==> src/rtl/phys_freelist.sv <==
// phys_freelist: rename-stage physical tag free list.
// Hands out up to two tags per cycle from a circular FIFO and takes back up to
// two retired tags per cycle at the tail. A speculative head serves allocation
// and a committed head tracks retirement, so a flush rolls back in one cycle.
// Optional macro FREELIST_CHK_EN adds a per-tag free-vector and a sticky
// chk_err output that flags double frees and allocation of non-free tags.
//
// Handshake: alloc_req is a per-slot request and alloc_gnt is an all-or-nothing
// combinational grant. Tags are consumed only in a cycle where alloc_gnt is 1;
// with alloc_gnt 0 nothing moves and the requester retries. free_en and
// commit_cnt are unconditional (there is no back-pressure on them).
module phys_freelist #(
  parameter int NPHYS = 32,
  parameter int NARCH = 16,
  parameter int PRW   = $clog2(NPHYS),
  parameter int DEPTH = NPHYS - NARCH,
  parameter int PW    = $clog2(DEPTH) + 1
) (
  input  logic                clk,
  input  logic                rst,
  input  logic [1:0]          alloc_req,
  output logic                alloc_gnt,
  output logic [1:0][PRW-1:0] alloc_tag,
  input  logic [1:0]          free_en,
  input  logic [1:0][PRW-1:0] free_tag,
  input  logic [1:0]          commit_cnt,
  input  logic                recover,
  output logic [PW-1:0]       free_count,
  output logic                empty
`ifdef FREELIST_CHK_EN
  ,
  output logic                chk_err
`endif
);

  localparam int IW = PW - 1;

  logic [PRW-1:0] r_entry [DEPTH];
  logic [PW-1:0]  r_spec_head;
  logic [PW-1:0]  r_commit_head;
  logic [PW-1:0]  r_tail;

  logic [1:0]     w_alloc_n;
  logic [1:0]     w_free_n;
  logic [PW-1:0]  w_spec_head1;
  logic [PW-1:0]  w_tail1;
  logic [IW-1:0]  w_free_idx1;
  logic [PW-1:0]  w_commit_next;
  logic [PW-1:0]  w_tail_next;

  // Request/free counts and the "next slot" pointers used by the second lane.
  always_comb begin
    w_alloc_n     = {1'b0, alloc_req[0]} + {1'b0, alloc_req[1]};
    w_free_n      = {1'b0, free_en[0]} + {1'b0, free_en[1]};
    w_spec_head1  = r_spec_head + PW'(1);
    w_tail1       = r_tail + PW'(1);
    w_free_idx1   = free_en[0] ? w_tail1[IW-1:0] : r_tail[IW-1:0];
    w_commit_next = r_commit_head + PW'(commit_cnt);
    w_tail_next   = r_tail + PW'(w_free_n);
  end

  // Occupancy, grant and zero-latency tag read from the speculative head.
  always_comb begin
    free_count   = r_tail - r_spec_head;
    empty        = (free_count == '0);
    alloc_gnt    = !rst && !recover && (free_count >= PW'(w_alloc_n));
    alloc_tag[0] = r_entry[r_spec_head[IW-1:0]];
    alloc_tag[1] = alloc_req[0] ? r_entry[w_spec_head1[IW-1:0]]
                                : r_entry[r_spec_head[IW-1:0]];
  end

  // Pointer updates: each pointer moves independently every cycle.
  always_ff @(posedge clk) begin
    if (rst) begin
      r_spec_head   <= '0;
      r_commit_head <= '0;
      r_tail        <= PW'(DEPTH);
    end else begin
      r_commit_head <= w_commit_next;
      r_tail        <= w_tail_next;
      if (recover) begin
        r_spec_head <= w_commit_next;
      end else if (alloc_gnt) begin
        r_spec_head <= r_spec_head + PW'(w_alloc_n);
      end
    end
  end

  // Tag storage: reset holds the unmapped tags, frees write at the tail.
  always_ff @(posedge clk) begin
    if (rst) begin
      for (int i = 0; i < DEPTH; i++) begin
        r_entry[i] <= PRW'(NARCH + i);
      end
    end else begin
      if (free_en[0]) begin
        r_entry[r_tail[IW-1:0]] <= free_tag[0];
      end
      if (free_en[1]) begin
        r_entry[w_free_idx1] <= free_tag[1];
      end
    end
  end

`ifndef SYNTHESIS
  logic [PW-1:0] w_inflight;
  logic [PW-1:0] w_occ_next;
  assign w_inflight = r_spec_head - r_commit_head;
  assign w_occ_next = w_tail_next - w_commit_next;

  // Illegal usage by the surrounding pipeline; no hardware recovery exists.
  always_ff @(posedge clk) begin
    if (!rst) begin
      assert (commit_cnt != 2'd3);
      assert (PW'(commit_cnt) <= w_inflight);
      assert (w_occ_next <= PW'(DEPTH));
    end
  end
`endif

`ifdef FREELIST_CHK_EN
  logic [NPHYS-1:0] r_free_vec;
  logic [NPHYS-1:0] w_free_vec_next;
  logic             w_chk_hit;
  logic             r_chk_err;

  // Shadow free-vector: granted allocs clear, frees set; flag inconsistencies.
  always_comb begin
    w_free_vec_next = r_free_vec;
    w_chk_hit       = 1'b0;
    if (alloc_gnt) begin
      if (alloc_req[0]) begin
        if (!r_free_vec[alloc_tag[0]]) w_chk_hit = 1'b1;
        w_free_vec_next[alloc_tag[0]] = 1'b0;
      end
      if (alloc_req[1]) begin
        if (!r_free_vec[alloc_tag[1]]) w_chk_hit = 1'b1;
        w_free_vec_next[alloc_tag[1]] = 1'b0;
      end
    end
    if (free_en[0]) begin
      if (r_free_vec[free_tag[0]]) w_chk_hit = 1'b1;
      w_free_vec_next[free_tag[0]] = 1'b1;
    end
    if (free_en[1]) begin
      if (r_free_vec[free_tag[1]]) w_chk_hit = 1'b1;
      w_free_vec_next[free_tag[1]] = 1'b1;
    end
    if (free_en == 2'b11 && free_tag[0] == free_tag[1]) w_chk_hit = 1'b1;
  end

  // Free-vector and sticky error register.
  always_ff @(posedge clk) begin
    if (rst) begin
      for (int i = 0; i < NPHYS; i++) begin
        r_free_vec[i] <= (i >= NARCH);
      end
      r_chk_err <= 1'b0;
    end else begin
      r_free_vec <= w_free_vec_next;
      if (w_chk_hit) r_chk_err <= 1'b1;
    end
  end

  assign chk_err = r_chk_err;
`endif

endmodule

==> config.mk <==
export PLATFORM = sky130hd
export DESIGN_NAME = phys_freelist
export DESIGN_NICKNAME = d
export VERILOG_FILES = /design/src/rtl/phys_freelist.sv
export SDC_FILE = /design/constraint.sdc
export NUM_CORES = 1
export LEC_CHECK = 0
export CAP_MARGIN = 20
export CORE_MARGIN = 2
export CORE_UTILIZATION = 25
export DETAILED_ROUTE_END_ITERATION = 16
export SYNTH_ARGS = -nofsm -noshare
export SYNTH_HDL_FRONTEND = slang
export SYNTH_SLANG_ARGS = --single-unit
==> constraint.sdc <==
create_clock -name clk -period 4.5 [get_ports clk]
set_input_delay 1.125 -clock clk [delete_from_list [all_inputs] [get_ports clk]]
set_output_delay 1.125 -clock clk [all_outputs]
set_load 0.05 [all_outputs]
== Word-level counts from Yosys, hierarchy flattened ==
Memories as Yosys holds them, arrays and structs flattened. A register that Yosys moved wholly into a read port is not among the register bits.
Index checks and enable logic that the tools add are counted.

* Add/sub/neg operators: 8
* Order comparisons: 1
* Mux-type cells: 20
* Reductions and logical operators: 8

{| class="wikitable"
|+ Operator list
! operator !! number
|-
| 2-to-1 mux 5 bit || 5
|-
| 2-to-1 mux 4 bit || 5
|-
| adder 5 x 2 -> 5 bit || 3
|-
| 2-to-1 mux 1 bit || 10
|-
| OR reduction 5 bit || 2
|-
| adder 4 x 1 -> 4 bit (second input constant) || 2
|-
| greater-or-equal comparator 5 x 2 -> 1 bit || 1
|-
| zero test 5 bit || 1
|-
| subtractor 5 bit || 1
|-
| adder 1 x 1 -> 2 bit || 2
|-
| logical AND 1 bit || 2
|-
| zero test 1 bit || 2
|-
| nonzero test 2 bit || 1
|}

* Bits in registers: 15
* RAM bits: 80
* Input bits: 19
* Output and inout bits: 17
* Logic and storage cells: 41
* Memories kept: 1

{| class="wikitable"
|+ Memories
! name !! words !! bits a word !! read ports !! clocked after memory_dff !! write ports !! line !! source
|-
| r_entry || 16 || 5 || 2 || 1 || 16 || 38 || <nowiki>logic [PRW-1:0] r_entry [DEPTH];</nowiki>
|}

== Depth between registers and ports, before layout ==
* Depth after elaboration: 7
* Mapped depth: 9

== Worst setup path before layout ==
OpenSTA, ideal clock, no wires.

* Kind: input to output
* From: in alloc_req[0]
* To: out alloc_gnt
* Arrival: 3.094 ns
* Data required time: 3.375 ns
* Slack: 0.281 ns
* Stages: 6
* Cells stage by stage: ha_1 ha_1 nand2b_1 a21o_1 nor2_1 nor3_1

* Cells in the longest elaborated chain, start to end: 3

{| class="wikitable"
|+ RTL lines
! item !! line !! source
|-
| from (decl) || 21 || <nowiki>input logic [1:0] alloc_req,</nowiki>
|-
| adder 1 x 1 -> 2 bit || 53 || <nowiki>w_alloc_n = {1'b0, alloc_req[0]} + {1'b0, alloc_req[1]};</nowiki>
|-
| greater-or-equal comparator 5 x 2 -> 1 bit || 66 || <nowiki>alloc_gnt = !rst && !recover && (free_count >= PW'(w_alloc_n));</nowiki>
|-
| logical AND 1 bit || 66 ||
|-
| to (decl) || 22 || <nowiki>output logic alloc_gnt,</nowiki>
|}

Every way passes these cells.

== Final worst setup path ==
Same ends and word-level chain as after synthesis.

==> metrics.txt <==
status=finished clean; dpl ws=0.4494 ns; CTS tree=yes; Worst Max-Slew Pin Slew=0.8340 ns; critical path type=in2out; clk_lat worst skew=0.35 ns; startpoint types=input pin; area share of the largest cell type after synthesis=0.3551; Num CTS Buffers=9; DIE HEIGHT=168.5 um; stages on the worst setup path=8; Total GRT Usage=0.1363; drt total wl=19.04 mm; Hold Path Class=reg2reg; CP most frequent cell=ha_1; Setup Fix Bufs, Post-CTS=0; Tcrit/Tclk final=0.9024; DRC=0; Worst Hold Path Cells=2; max cap viols=0; PortBufs=35; Yosys reg bits=99; Slew Viols, Final=0; Buf/Inv on CP=2; Die Area=28,390 sq um; mean post-synth cell area=11.62 sq um; CP cell instances=clkdlybuf4s50_1 > ha_1 > ha_1 > nand2b_1 > a21o_1 > nor2_1 > nor3_1 > buf_4; global route overflow=0; Post-synth EDFFs=80; RSZ-0062 raised after global routing=no; DR WL/cell=20.02 um; CTS Buffer Depth=2; initial antenna violation count=0; required time of the critical path=3.38 ns; Final Hold Slack=0.5088 ns; antenna cells=0; Layout Nets=646; DPL Wire Length=14.20 mm; area growth from synthesis to layout=14.93%; ys async rst share=0; Syn Std Cell Area=6765 sq um; worst setup margin=0.4391 ns; VDD IR max=0.1646 mV; commonest non-fill, non-tap cell in the layout=edfxtp_1; CP Capture Type=output port; Via Count=4,909; Post-CTS Resized=0; r2r worst-path depth=10; Final Wtd Congestion=0.8364; drt first pass iters=5; Sink Count=99; pwr dens=384.2 nW/um^2; Clock transition at path regs=0.07 ns; fin crit period=4.061 ns; CP top delay family=buffers and inverters; CTS Hold Bufs=0; Syn Inst Count=582; Max Clock Skew=0.006813 ns; starting density of the core=0.2531; Die Width=168.5 um; Max transition margin=0.4423; Iter 0 DRT Violations=616; I/O pin count=36; H-Tree Depth=3; post-synthesis sequential area ratio=0.4113; leading area contributor after synthesis=edfxtp_1; number of global-route vias before repair=4,683; pin count of the biggest net entering global routing=22; syn nets=623; first-pass GRT wire length=29.33 mm; endpoints failing setup=0; Ys Warns=0; core footprint=26,730 sq um; largest cells by area after synthesis=edfxtp_1 (36%), mux4_2 (13%), mux2i_1 (11%); Leakage=2.324 nW; Synth cell types=58; final setup TNS=0 ns; slowest stage delay, CP=0.43 ns; Cell Rows=60; clock root cell=clkbuf_16; most frequent cells in the layout=edfxtp_1 (80), mux2i_1 (74), nor2_1 (58); Post-synth top flop=edfxtp_1; Post-DRT Antenna Nets=0; fin util=0.2909; Final Hold Fails=0; critical-path maximum fanout=5; WP data arrival=2.94 ns; critical path's slowest cell=clkdlybuf4s50_1; vias per inst=5.162; Achievable Freq=0.2463 GHz; layout cells sized above 1=0.1738; fillers=2,724
-- final cells by class --
| type | count | area, sq um | share of cell area |
|---|---|---|---|
| multi-input combinational | 421 | 3734 | 0.4802 |
| sequential | 99 | 2783 | 0.3579 |
| timing repair buffer | 48 | 465.4 | 0.05986 |
| tap | 341 | 426.7 | 0.05488 |
| clock buffer | 9 | 225.2 | 0.02897 |
| inverter | 26 | 97.59 | 0.01255 |
| clock inverter | 7 | 43.79 | 0.005632 |
-- per-stage QoR --
stage	total power, W	area, sq um	std cells
floorplan	0.001930	6765	582
CTS	0.003008	7775	951
global placement	0.002292	7506	935
detailed placement	0.002296	7506	935
finish	0.002987	7775	951
global route	0.003121	7775	951
-- per-layer routing --
layer | share of wire | global-route usage | vias up | wire, um
met5 | 0 | 0 | - | 0
met2 | 0.46 | 0.2102 | 193 | 8833
met1 | 0.44 | 0.1936 | 2438 | 8357
met3 | 0.078 | 0.02572 | 18 | 1483
li1 | - | - | 2260 | -
met4 | 0.019 | 0.04310 | 0 | 361
-- worst register-to-register path: stages, from the launching register on --
cell	delay (ns)
dfxtp_1	0.37
inv_1	0.18
ha_1	0.19
inv_1	0.05
fa_1	0.47
nand2_1	0.09
and4bb_2	0.25
o32ai_2	0.45
nor2_1	0.12
buf_4	0.17
o311a_1	0.30
-- sequential cells by signal, indices dropped and copies added (netlist names), named ones only --
signal         cells
r_tail             5
r_commit_head      5
r_spec_head        5
r_entry           80
-- cells by family after synthesis --
family          synth area share
simple gates              0.1465
fa+ha+maj                0.04513
mux                       0.2510
buf+inv                  0.03680
compound gates           0.09377
xor+xnor                 0.01554
flops                     0.4113
-- power by group --
| part | internal [W] | switching (W) | total [W] |
|---|---|---|---|
| Sequential | 0.00104 | 0.0000422 | 0.00108 |
| Clock | 0.000373 | 0.000345 | 0.000718 |
| Combinational | 0.000469 | 0.000721 | 0.00119 |
-- final timing paths --
path	startpoint	endpoint	slack [ns]
worst min register to register	r_commit_head[4]	r_commit_head[4]	0.51
worst max-delay path	alloc_req[0]	alloc_gnt	0.44
worst min-delay path	r_commit_head[4]	r_commit_head[4]	0.51
worst max register to register	r_tail[0]	flop	1.76
-- Yosys cell counts, drive strengths merged (2+ instances only) --
master	number
a32oi	2
nor2b	6
o211ai	4
nand2b	12
o32ai	7
a32o	2
xnor2	5
nand3	29
o21ai	5
or4	2
nor4	2
fa	4
buf	12
nor3b	3
clkbuf	24
ha	18
a21o	2
edfxtp	80
mux2	5
a2bb2o	2
o311a	2
inv	25
or3	4
o22ai	2
mux2i	74
mux4	40
xor2	7
a211o	6
dfxtp	19
and3	2
a22oi	2
a2bb2oi	2
nor3	11
nor2	70
and2	5
a21oi	17
a21boi	2
nand3b	6
or3b	8
nand2	32
o22a	13
No activity file was read; power rests on OpenSTA's default activity.
